==> config.mk <==
export PLATFORM = sky130hd
export DESIGN_NAME = despertador_mem_arbiter_flat
export DESIGN_NICKNAME = d
export VERILOG_FILES = /design/src/rtl/despertador_mem_pkg.sv /design/src/rtl/despertador_mem_arbiter_if.sv /design/src/rtl/despertador_rr_arb2.sv /design/src/rtl/despertador_mem_arbiter.sv /design/src/flat_wrapper.sv
export SDC_FILE = /design/constraint.sdc
export NUM_CORES = 1
export LEC_CHECK = 0
export ABC_AREA = 1
export BUFFER_PORTS_ARGS = -buffer_cell sky130_fd_sc_hd__buf_2
export CORE_MARGIN = 1.5
export CORE_UTILIZATION = 41
export DETAILED_ROUTE_END_ITERATION = 8
export PLACE_DENSITY = 0.78
export SYNTH_ARGS = -nofsm -noshare
export SYNTH_HDL_FRONTEND = slang
export SYNTH_HIERARCHICAL = 1
export SYNTH_SLANG_ARGS = --single-unit
==> constraint.sdc <==
create_clock -name clk -period 1.43 [get_ports clk]
set_input_delay 0.143 -clock clk [delete_from_list [all_inputs] [get_ports clk]]
set_output_delay 0.143 -clock clk [all_outputs]
set_load 0.02 [all_outputs]
==> src/rtl/despertador_mem_pkg.sv <==
// Shared constants and types for the despertador RAM arbiter.
// Geometry of the 1024x32 single-port program/data RAM.
package despertador_mem_pkg;

  localparam int ADDR_W = 10;
  localparam int DATA_W = 32;
  localparam int BE_W   = DATA_W / 8;

  localparam logic [ADDR_W-1:0] CLEAR_LAST = '1;

  typedef enum logic {
    ST_ARB,
    ST_CLEAR
  } state_t;

  typedef struct packed {
    logic [ADDR_W-1:0] addr;
    logic [BE_W-1:0]   be;
    logic [DATA_W-1:0] wdata;
    logic              cs;
    logic              we;
  } mem_cmd_t;

endpackage

==> src/rtl/despertador_mem_arbiter_if.sv <==
// Avalon-MM master port bundle seen by the RAM arbiter.
// One instance per requesting master.
interface despertador_mem_arbiter_if;
  import despertador_mem_pkg::*;

  logic [ADDR_W-1:0] address;
  logic              read;
  logic              write;
  logic [BE_W-1:0]   byteenable;
  logic [DATA_W-1:0] writedata;
  logic              waitrequest;
  logic [DATA_W-1:0] readdata;
  logic              readdatavalid;

  modport master (
    output address,
    output read,
    output write,
    output byteenable,
    output writedata,
    input  waitrequest,
    input  readdata,
    input  readdatavalid
  );

  modport slave (
    input  address,
    input  read,
    input  write,
    input  byteenable,
    input  writedata,
    output waitrequest,
    output readdata,
    output readdatavalid
  );

endinterface

==> src/rtl/despertador_rr_arb2.sv <==
// Two-way round-robin grant; the pointer names the master that
// wins the next contended cycle and only moves on contention.
module despertador_rr_arb2 (
  input  logic clk,
  input  logic reset,
  input  logic en,
  input  logic req0,
  input  logic req1,
  output logic gnt0,
  output logic gnt1
);

  logic ptr_q;
  logic ptr_d;
  logic contend;

  assign contend = en & req0 & req1;

  assign gnt0 = en & req0 & (~req1 | ~ptr_q);
  assign gnt1 = en & req1 & (~req0 |  ptr_q);

  assign ptr_d = contend ? ~ptr_q : ptr_q;

  always_ff @(posedge clk) begin
    if (reset) begin
      ptr_q <= 1'b0;
    end else begin
      ptr_q <= ptr_d;
    end
  end

endmodule

==> src/rtl/despertador_mem_arbiter.sv <==
// Round-robin sharing of the single-port RAM between two masters,
// with one-cycle read return and a whole-RAM zero-fill engine.
module despertador_mem_arbiter
  import despertador_mem_pkg::*;
(
  input  logic              clk,
  input  logic              reset,
  despertador_mem_arbiter_if.slave m0,
  despertador_mem_arbiter_if.slave m1,
  output logic [ADDR_W-1:0] mem_address,
  output logic [BE_W-1:0]   mem_byteenable,
  output logic              mem_chipselect,
  output logic              mem_write,
  output logic [DATA_W-1:0] mem_writedata,
  output logic              mem_clken,
  input  logic [DATA_W-1:0] mem_readdata,
  input  logic              clear_start,
  output logic              clear_busy,
  output logic              clear_done
);

  state_t            state_q;
  state_t            state_d;
  logic [ADDR_W-1:0] cnt_q;
  logic [ADDR_W-1:0] cnt_d;
  logic              done_q;
  logic              done_d;

  logic req0;
  logic req1;
  logic arb_en;
  logic clr_act;
  logic gnt0;
  logic gnt1;
  logic rd0;
  logic rd1;

  logic              tag0_q;
  logic              tag1_q;
  logic [DATA_W-1:0] hold0_q;
  logic [DATA_W-1:0] hold1_q;

  mem_cmd_t cmd;

  assign req0 = m0.read | m0.write;
  assign req1 = m1.read | m1.write;

  assign arb_en  = ~reset & (state_q == ST_ARB);
  assign clr_act = ~reset & (state_q == ST_CLEAR);

  despertador_rr_arb2 u_arb (
    .clk   (clk),
    .reset (reset),
    .en    (arb_en),
    .req0  (req0),
    .req1  (req1),
    .gnt0  (gnt0),
    .gnt1  (gnt1)
  );

  // A simultaneous read+write is treated as a write only.
  assign rd0 = gnt0 & m0.read & ~m0.write;
  assign rd1 = gnt1 & m1.read & ~m1.write;

  assign m0.waitrequest = ~gnt0;
  assign m1.waitrequest = ~gnt1;

  always_comb begin
    state_d = state_q;
    cnt_d   = cnt_q;
    done_d  = 1'b0;
    unique case (state_q)
      ST_ARB: begin
        if (clear_start) begin
          state_d = ST_CLEAR;
        end
      end
      ST_CLEAR: begin
        cnt_d = cnt_q + 1'b1;
        if (cnt_q == CLEAR_LAST) begin
          state_d = ST_ARB;
          done_d  = 1'b1;
        end
      end
      default: begin
        state_d = ST_ARB;
      end
    endcase
  end

  always_ff @(posedge clk) begin
    if (reset) begin
      state_q <= ST_ARB;
      cnt_q   <= '0;
      done_q  <= 1'b0;
    end else begin
      state_q <= state_d;
      cnt_q   <= cnt_d;
      done_q  <= done_d;
    end
  end

  always_comb begin
    cmd = '0;
    unique case (1'b1)
      clr_act: begin
        cmd.addr  = cnt_q;
        cmd.be    = '1;
        cmd.wdata = '0;
        cmd.cs    = 1'b1;
        cmd.we    = 1'b1;
      end
      gnt0: begin
        cmd.addr  = m0.address;
        cmd.be    = m0.byteenable;
        cmd.wdata = m0.writedata;
        cmd.cs    = 1'b1;
        cmd.we    = m0.write;
      end
      gnt1: begin
        cmd.addr  = m1.address;
        cmd.be    = m1.byteenable;
        cmd.wdata = m1.writedata;
        cmd.cs    = 1'b1;
        cmd.we    = m1.write;
      end
      default: begin
        cmd = '0;
      end
    endcase
  end

  assign mem_address    = cmd.addr;
  assign mem_byteenable = cmd.be;
  assign mem_writedata  = cmd.wdata;
  assign mem_chipselect = cmd.cs;
  assign mem_write      = cmd.we;
  assign mem_clken      = 1'b1;

  // RAM q is only valid in the return cycle, so it is passed through
  // then and captured to hold the last value afterwards.
  always_ff @(posedge clk) begin
    if (reset) begin
      tag0_q  <= 1'b0;
      tag1_q  <= 1'b0;
      hold0_q <= '0;
      hold1_q <= '0;
    end else begin
      tag0_q <= rd0;
      tag1_q <= rd1;
      if (tag0_q) begin
        hold0_q <= mem_readdata;
      end
      if (tag1_q) begin
        hold1_q <= mem_readdata;
      end
    end
  end

  assign m0.readdatavalid = tag0_q & ~reset;
  assign m1.readdatavalid = tag1_q & ~reset;

  assign m0.readdata = m0.readdatavalid ? mem_readdata : hold0_q;
  assign m1.readdata = m1.readdatavalid ? mem_readdata : hold1_q;

  assign clear_busy = (state_q == ST_CLEAR);
  assign clear_done = done_q;

endmodule
==> src/flat_wrapper.sv <==
// flat-port wrapper written by rule: the top's interface ports become plain ports
module despertador_mem_arbiter_flat import despertador_mem_pkg::*;
  (clk, reset, mem_address, mem_byteenable, mem_chipselect, mem_write, mem_writedata, mem_clken, mem_readdata, clear_start, clear_busy, clear_done, m0_address, m0_read, m0_write, m0_byteenable, m0_writedata, m0_waitrequest, m0_readdata, m0_readdatavalid, m1_address, m1_read, m1_write, m1_byteenable, m1_writedata, m1_waitrequest, m1_readdata, m1_readdatavalid);
  despertador_mem_arbiter_if m0_i ();
  despertador_mem_arbiter_if m1_i ();
  input  logic clk;
  input  logic reset;
  output logic [ADDR_W-1:0] mem_address;
  output logic [BE_W-1:0] mem_byteenable;
  output logic mem_chipselect;
  output logic mem_write;
  output logic [DATA_W-1:0] mem_writedata;
  output logic mem_clken;
  input  logic [DATA_W-1:0] mem_readdata;
  input  logic clear_start;
  output logic clear_busy;
  output logic clear_done;
  input wire logic [$bits(m0_i.address)-1:0] m0_address;
  input wire logic [$bits(m0_i.read)-1:0] m0_read;
  input wire logic [$bits(m0_i.write)-1:0] m0_write;
  input wire logic [$bits(m0_i.byteenable)-1:0] m0_byteenable;
  input wire logic [$bits(m0_i.writedata)-1:0] m0_writedata;
  output wire logic [$bits(m0_i.waitrequest)-1:0] m0_waitrequest;
  output wire logic [$bits(m0_i.readdata)-1:0] m0_readdata;
  output wire logic [$bits(m0_i.readdatavalid)-1:0] m0_readdatavalid;
  input wire logic [$bits(m1_i.address)-1:0] m1_address;
  input wire logic [$bits(m1_i.read)-1:0] m1_read;
  input wire logic [$bits(m1_i.write)-1:0] m1_write;
  input wire logic [$bits(m1_i.byteenable)-1:0] m1_byteenable;
  input wire logic [$bits(m1_i.writedata)-1:0] m1_writedata;
  output wire logic [$bits(m1_i.waitrequest)-1:0] m1_waitrequest;
  output wire logic [$bits(m1_i.readdata)-1:0] m1_readdata;
  output wire logic [$bits(m1_i.readdatavalid)-1:0] m1_readdatavalid;
  assign m0_i.address = m0_address;
  assign m0_i.read = m0_read;
  assign m0_i.write = m0_write;
  assign m0_i.byteenable = m0_byteenable;
  assign m0_i.writedata = m0_writedata;
  assign m0_waitrequest = m0_i.waitrequest;
  assign m0_readdata = m0_i.readdata;
  assign m0_readdatavalid = m0_i.readdatavalid;
  assign m1_i.address = m1_address;
  assign m1_i.read = m1_read;
  assign m1_i.write = m1_write;
  assign m1_i.byteenable = m1_byteenable;
  assign m1_i.writedata = m1_writedata;
  assign m1_waitrequest = m1_i.waitrequest;
  assign m1_readdata = m1_i.readdata;
  assign m1_readdatavalid = m1_i.readdatavalid;
  despertador_mem_arbiter u_core (.clk(clk), .reset(reset), .m0(m0_i), .m1(m1_i), .mem_address(mem_address), .mem_byteenable(mem_byteenable), .mem_chipselect(mem_chipselect), .mem_write(mem_write), .mem_writedata(mem_writedata), .mem_clken(mem_clken), .mem_readdata(mem_readdata), .clear_start(clear_start), .clear_busy(clear_busy), .clear_done(clear_done));
endmodule
Word-level counts from Yosys, hierarchy flattened
Index checks and enable logic that the tools add are counted.
- add/subtract/negate cells: 1
- equal/unequal tests: 1
- multiplexer cells: 7
- bitwise logic cells: 26
- reductions and logical operators: 1
- operators by type and width (operator ; count):
    case mux 48 bit (3 select lines) ; 1
    two-way mux 32 bit ; 2
    AND 1 bit ; 13
    adder 10 x 1 -> 10 bit, second input constant ; 1
    equality test 10 bit, second input constant ; 1
    NOT 1 bit ; 9
    OR 1 bit ; 4
    two-way mux 1 bit ; 3
    case mux 1 bit (2 select lines) ; 1
    OR reduction 2 bit ; 1
- register bits after elaboration: 79
- input bits: 131
- output and inout bits: 119
- word-level logic and storage cells: 44

Longest topological paths before layout
- depth after elaboration: 6
- mapped depth: 8
- depth with buffers taken out: 7

Modules after synthesis
The synthesis kept the hierarchy.
- modules (own cells, without submodules) (module ; times used ; cells each ; area each (µm²) ; seq. area each (µm²)):
    despertador_mem_arbiter ; 1 ; 573 ; 4455.5 ; 1561.5
    despertador_rr_arb2 ; 1 ; 13 ; 70.1 ; 20.0

Worst setup path after synthesis
Ideal clock, no wire load.
- kind: reg-to-output
- from: reg u_core.state_q, in the netlist u_core/clear_busy
- to: out mem_write
- arrival time: 1754 ps
- required time: 1287 ps
- slack: -467 ps
- cell stages (with the launch flop): 8
- path buffers: 2
- cells stage by stage: dfxtp_1 buf_2 nor2_1 nand2_1 a21oi_1 buf_2 inv_1 o221ai_1
- cells in the longest elaborated chain, start to end: 5
- elaborated cells on any way between the ends: 8
- those cells by class: mux: 1; bitwise: 7
- RTL lines (item ; line ; RTL):
    from (decl) ; despertador_mem_arbiter.sv:22 ; state_t state_q;
    from (signal assigned) ; despertador_mem_arbiter.sv:97 ; state_q <= state_d;
    NOT 1 bit ; despertador_mem_arbiter.sv:48 ; assign arb_en = ~reset & (state_q == ST_ARB);
    AND 1 bit ; despertador_mem_arbiter.sv:48 ;
    named net u_core.arb_en ; despertador_mem_arbiter.sv:31 ; logic arb_en;
    AND 1 bit (2 in a row) ; despertador_rr_arb2.sv:19 ; assign gnt0 = en & req0 & (~req1 | ~ptr_q);
    named net u_core.gnt0 ; despertador_mem_arbiter.sv:33 ; logic gnt0;
    case mux 48 bit (3 select lines) ; despertador_mem_arbiter.sv:105 ; unique case (1'b1)
    to (decl) ; flat_wrapper.sv:11 ; output logic mem_write;
The timed path passes the listed nets, and every way through them passes these cells.

Worst setup path in the final report
- from: reg u_core.state_q, in the netlist u_core/clear_busy
- to: out mem_address[2]
- cells in the longest elaborated chain, start to end: 5
- elaborated cells on any way between the ends: 8
- those cells by class: mux: 1; bitwise: 7
- RTL lines (item ; line ; RTL):
    NOT 1 bit ; despertador_mem_arbiter.sv:48 ;
    AND 1 bit ; despertador_mem_arbiter.sv:48 ;
    named net u_core.arb_en ; despertador_mem_arbiter.sv:31 ;
    AND 1 bit (2 in a row) ; despertador_rr_arb2.sv:20 ; assign gnt1 = en & req1 & (~req0 | ptr_q);
    named net u_core.gnt1 ; despertador_mem_arbiter.sv:34 ; logic gnt1;
    case mux 48 bit (3 select lines) ; despertador_mem_arbiter.sv:105 ;
    to (decl) ; flat_wrapper.sv:8 ; output logic [ADDR_W-1:0] mem_address;
The timed path passes the listed nets, and every way through them passes these cells.

==> flow_metrics.py <==
metrics = {
    "global_route": {
        "grt_use_total_pct": 31.8,
        "use_met3_pct": 7.47,
        "grt-ovfl-total": 0,
        "grt_use_met1_pct": 32.1,
        "antenna_found_initial": 0,
        "grt_pass1_vias": 5707,
        "grt_pass1_wl_mm": 28.7,
        "met2_usage_pct": 59.9,
        "grt_max_degree": 33,
        "grt-busiest-layer": "met2",
    },
    "detailed_routing": {
        "via_count": 6061,
        "wire_per_inst_um": 23.0,
        "ant_nets": 0,
        "firstDrtPassIters": 5,
        "drt-total-wl_mm": 24.5,
        "drc": 0,
        "drt-initial-drc-count": 320,
        "viasPerCell": 5.70,
    },
    "floorplanning": {
        "fp.coreArea_mm2": 0.0108,
        "die_w_um": 108,
        "die-area_mm2": 0.0117,
        "start_util_pct": 41.9,
        "die_h_um": 108,
        "rows": 38,
        "pin_count": 250,
    },
    "synthesis": {
        "synth_top_family_by_area": "compound AO/OA/AOI/OAI gates",
        "yosys_register_bits": 79,
        "muxShareOfSynthArea_pct": 0,
        "yosys.area_share.simple_pct": 15.2,
        "netlist_instances": 586,
        "syn_area_per_cell_um2": 7.72,
        "synth_warnings": 6,
        "ys_top_cells_by_area": "dfxtp_1, o22ai_2, nand2_1, inv_1, o21ai_0",
        "post-synth-top-area-fraction_pct": 34.9,
        "yosysUniqueCellTypes": 24,
        "synth_edf_count": 0,
        "synth_compound_area_share_pct": 32.7,
        "synthXorXnorAreaFrac_pct": 0,
        "ys_seq_area_share_pct": 34.9,
        "syn_area_mm2": 0.00453,
        "synth_top_area_cell": "dfxtp_1",
        "synthArstFlopShare_pct": 0,
        "postSynthNetCount": 718,
        "synth_flop_cell": "dfxtp_1",
        "synth_fa_ha_area_share_pct": 0.276,
    },
    "power_and_ir_drop": {
        "intPower_mw": 4.07,
        "p_leak_nw": 4.07,
        "p_sw_mw": 1.98,
        "seqPwrFrac_pct": 37.5,
        "clockPowerShare_pct": 32.5,
        "p_per_area_mw_per_mm2": 646,
        "combPwrFrac_pct": 29.9,
        "swShare_pct": 32.7,
        "ir_drop_uv": 540,
    },
    "job": {
        "max_cap_violations": 0,
    },
    "cts": {
        "insertion_delay_ns": 0.36,
        "clkTransAtPathRegs_ns": 0.10,
        "h-tree-depth": 3,
        "clock_tree.root_cell": "clkbuf_8",
        "cts-buffers-inserted": 9,
        "cts_buffer_depth": 2,
        "cts_tree": "yes",
        "cts_sinks": 79,
    },
    "critical_path": {
        "worst_ep_required_time_ns": 1.29,
        "cp.arrival_ns": 1.78,
        "worst-path-max-fanout": 12,
        "crit_family": "buffers and inverters",
        "cp-end-kind": "output port",
        "slowest_stage": "dfxtp_2",
        "cp_num_buf_inv": 3,
        "start_kind": "flip-flop",
        "path_class": "reg -> out",
        "crit_path_max_incr_delay_ns": 0.34,
        "crit_chain": "nor2_4 > nand2_2 > a21oi_4 > buf_6 > buf_12 > nand2_1 > o211ai_1 > buf_4",
    },
    "final_layout": {
        "nets": 1051,
        "fin_util_pct": 86.8,
        "final.fill_count": 500,
        "num_antenna_cells": 0,
        "layout-drive-gt1-share_pct": 66.6,
        "stdcell_area_mm2": 0.00937,
        "syn_to_final_growth_pct": 107,
    },
    "placed_design": {
        "gp_congestion": 0.901,
        "dpl_cell_area_mm2": 0.00623,
        "portBuffers": 248,
        "dp_hpwl_mm": 10.0,
    },
    "hold_path": {
        "hp-class": "in -> reg",
    },
    "timing": {
        "slew_viol_final": 0,
        "final_hold_viol_count": 0,
        "fmax_ghz": 0.519,
        "finalSetupViolCount": 118,
        "grt_setup_unrepaired": "true",
        "min_period_ns": 1.93,
        "finClkSkew_ns": 0.0159,
        "fin_ws_ns": -0.496,
        "fin_crit_sh_pct": 135,
    },
    "run_status": {
        "failed_checks": "setup timing",
        "status": "finished, violations left",
    },
}
cell usage in the layout, fill, tap and decap left out, drive strengths merged:
cell type,n
o21ai,67
dfxtp,79
conb,1
inv,116
o211ai,4
o221ai,1
nand4,2
nor4,2
clkinvlp,4
clkbuf,12
a21oi,8
nand3,19
ha,1
nand2,128
o22ai,64
a22o,33
nor2,15
clkinv,2
nor3,4
buf,357
or2,2
bufinv,2
dlygate4sd3,1
power groups by stage:
| stage | Clock (mW) | Combinational [mW] | Sequential (mW) |
|---|---|---|---|
| finish | 1.97 | 1.81 | 2.27 |
| global route | 2.05 | 1.88 | 2.27 |
| CTS | 1.91 | 1.51 | 2.26 |
| detailed placement | 0 | 1.23 | 2.31 |
| global placement | 0 | 1.22 | 2.31 |
| floorplan | 0 | 0.769 | 2.31 |
flip-flops by register name (all words and copies together) (netlist names):
register            flops
u_core/u_arb/ptr_q      1
u_core/clear_done       1
u_core/hold0_q         32
u_core/tag0_q           1
u_core/cnt_q           10
u_core/hold1_q         32
u_core/tag1_q           1
u_core/clear_busy       1
synth_stat cells, types with 6 or more instances:
cell type	count
dfxtp_1	79
nor2_1	15
o22ai_2	60
nand2_1	122
inv_1	117
buf_6	17
nand3_1	19
o21ai_0	67
clkbuf_1	6
buf_2	18
a22o_1	33
a21oi_1	8
worst register-to-register path, delay by kind of cell (launching register included):
family,cells,cell delay [ns]
DFF,1,0.34
AOI/OAI and AO/OA,1,0.16
and+or+nand+nor,3,0.46
buffers and inverters,5,0.67
cells by family after synthesis:
| family | count (synthesis) |
|---|---|
| AND/OR/NAND/NOR | 168 |
| other | 1 |
| AO/OA/AOI/OAI | 177 |
| adder cells (fa/ha/maj) | 1 |
| flip-flops | 79 |
| buffers and inverters | 160 |
timing repair:
action | CTS | global route
hold buffers | 1 | 0
endpoints found under the setup margin | 116 | 118
buffers inserted | 43 | 20
endpoints found under the hold margin | 1 | 0
gates resized for setup | 384 | 207
gates cloned | 20 | 3
pin swaps | 4 | 7
path summary, 6_finish.rpt:
kind,from,slack [ns],cells past startpoint,to
min reg2reg,u_core/hold1_q[3]$_SDFFE_PP0P_,0.49,2,u_core/hold1_q[3]$_SDFFE_PP0P_
max reg2reg,u_core/clear_busy$_SDFF_PP0_,-0.30,9,u_core/tag0_q$_SDFF_PP0_
min,m1_read,0.04,3,u_core/tag1_q$_SDFF_PP0_
max,u_core/clear_busy$_SDFF_PP0_,-0.50,8,mem_address[2]
final cells by class:
class | count | area, um^2 | area share (%)
timing repair buffer | 360 | 3390 | 36.2
inverter | 118 | 465 | 4.97
tap | 140 | 175 | 1.87
multi-input combinational | 351 | 3530 | 37.7
clock inverter | 6 | 92.6 | 0.988
clock buffer | 10 | 128 | 1.36
sequential | 79 | 1590 | 17.0
metal layers:
metal  vias up  share of wire, %
met5         -                 0
met4         0               7.2
met2       443                51
met1      2860                33
met3       148               8.7
li1       2610                 -
stage by stage:
| step | cells | setup TNS (ns) | setup slack, ns | power, mW | hold WS [ns] |
|---|---|---|---|---|---|
| floorplan | 586 | -1.76 | -0.0974 | 3.07 | 0.220 |
| global placement | 966 | -2.47 | -0.0746 | 3.53 | 0.334 |
| detailed placement | 966 | -3.97 | -0.118 | 3.54 | 0.340 |
| CTS | 1046 | -25.27 | -0.420 | 5.68 | 0.0233 |
| global route | 1064 | -35.09 | -0.559 | 6.21 | 0.0375 |
| finish | 1064 | -28.20 | -0.496 | 6.05 | 0.0437 |
No activity file was read; power rests on OpenSTA's default activity.
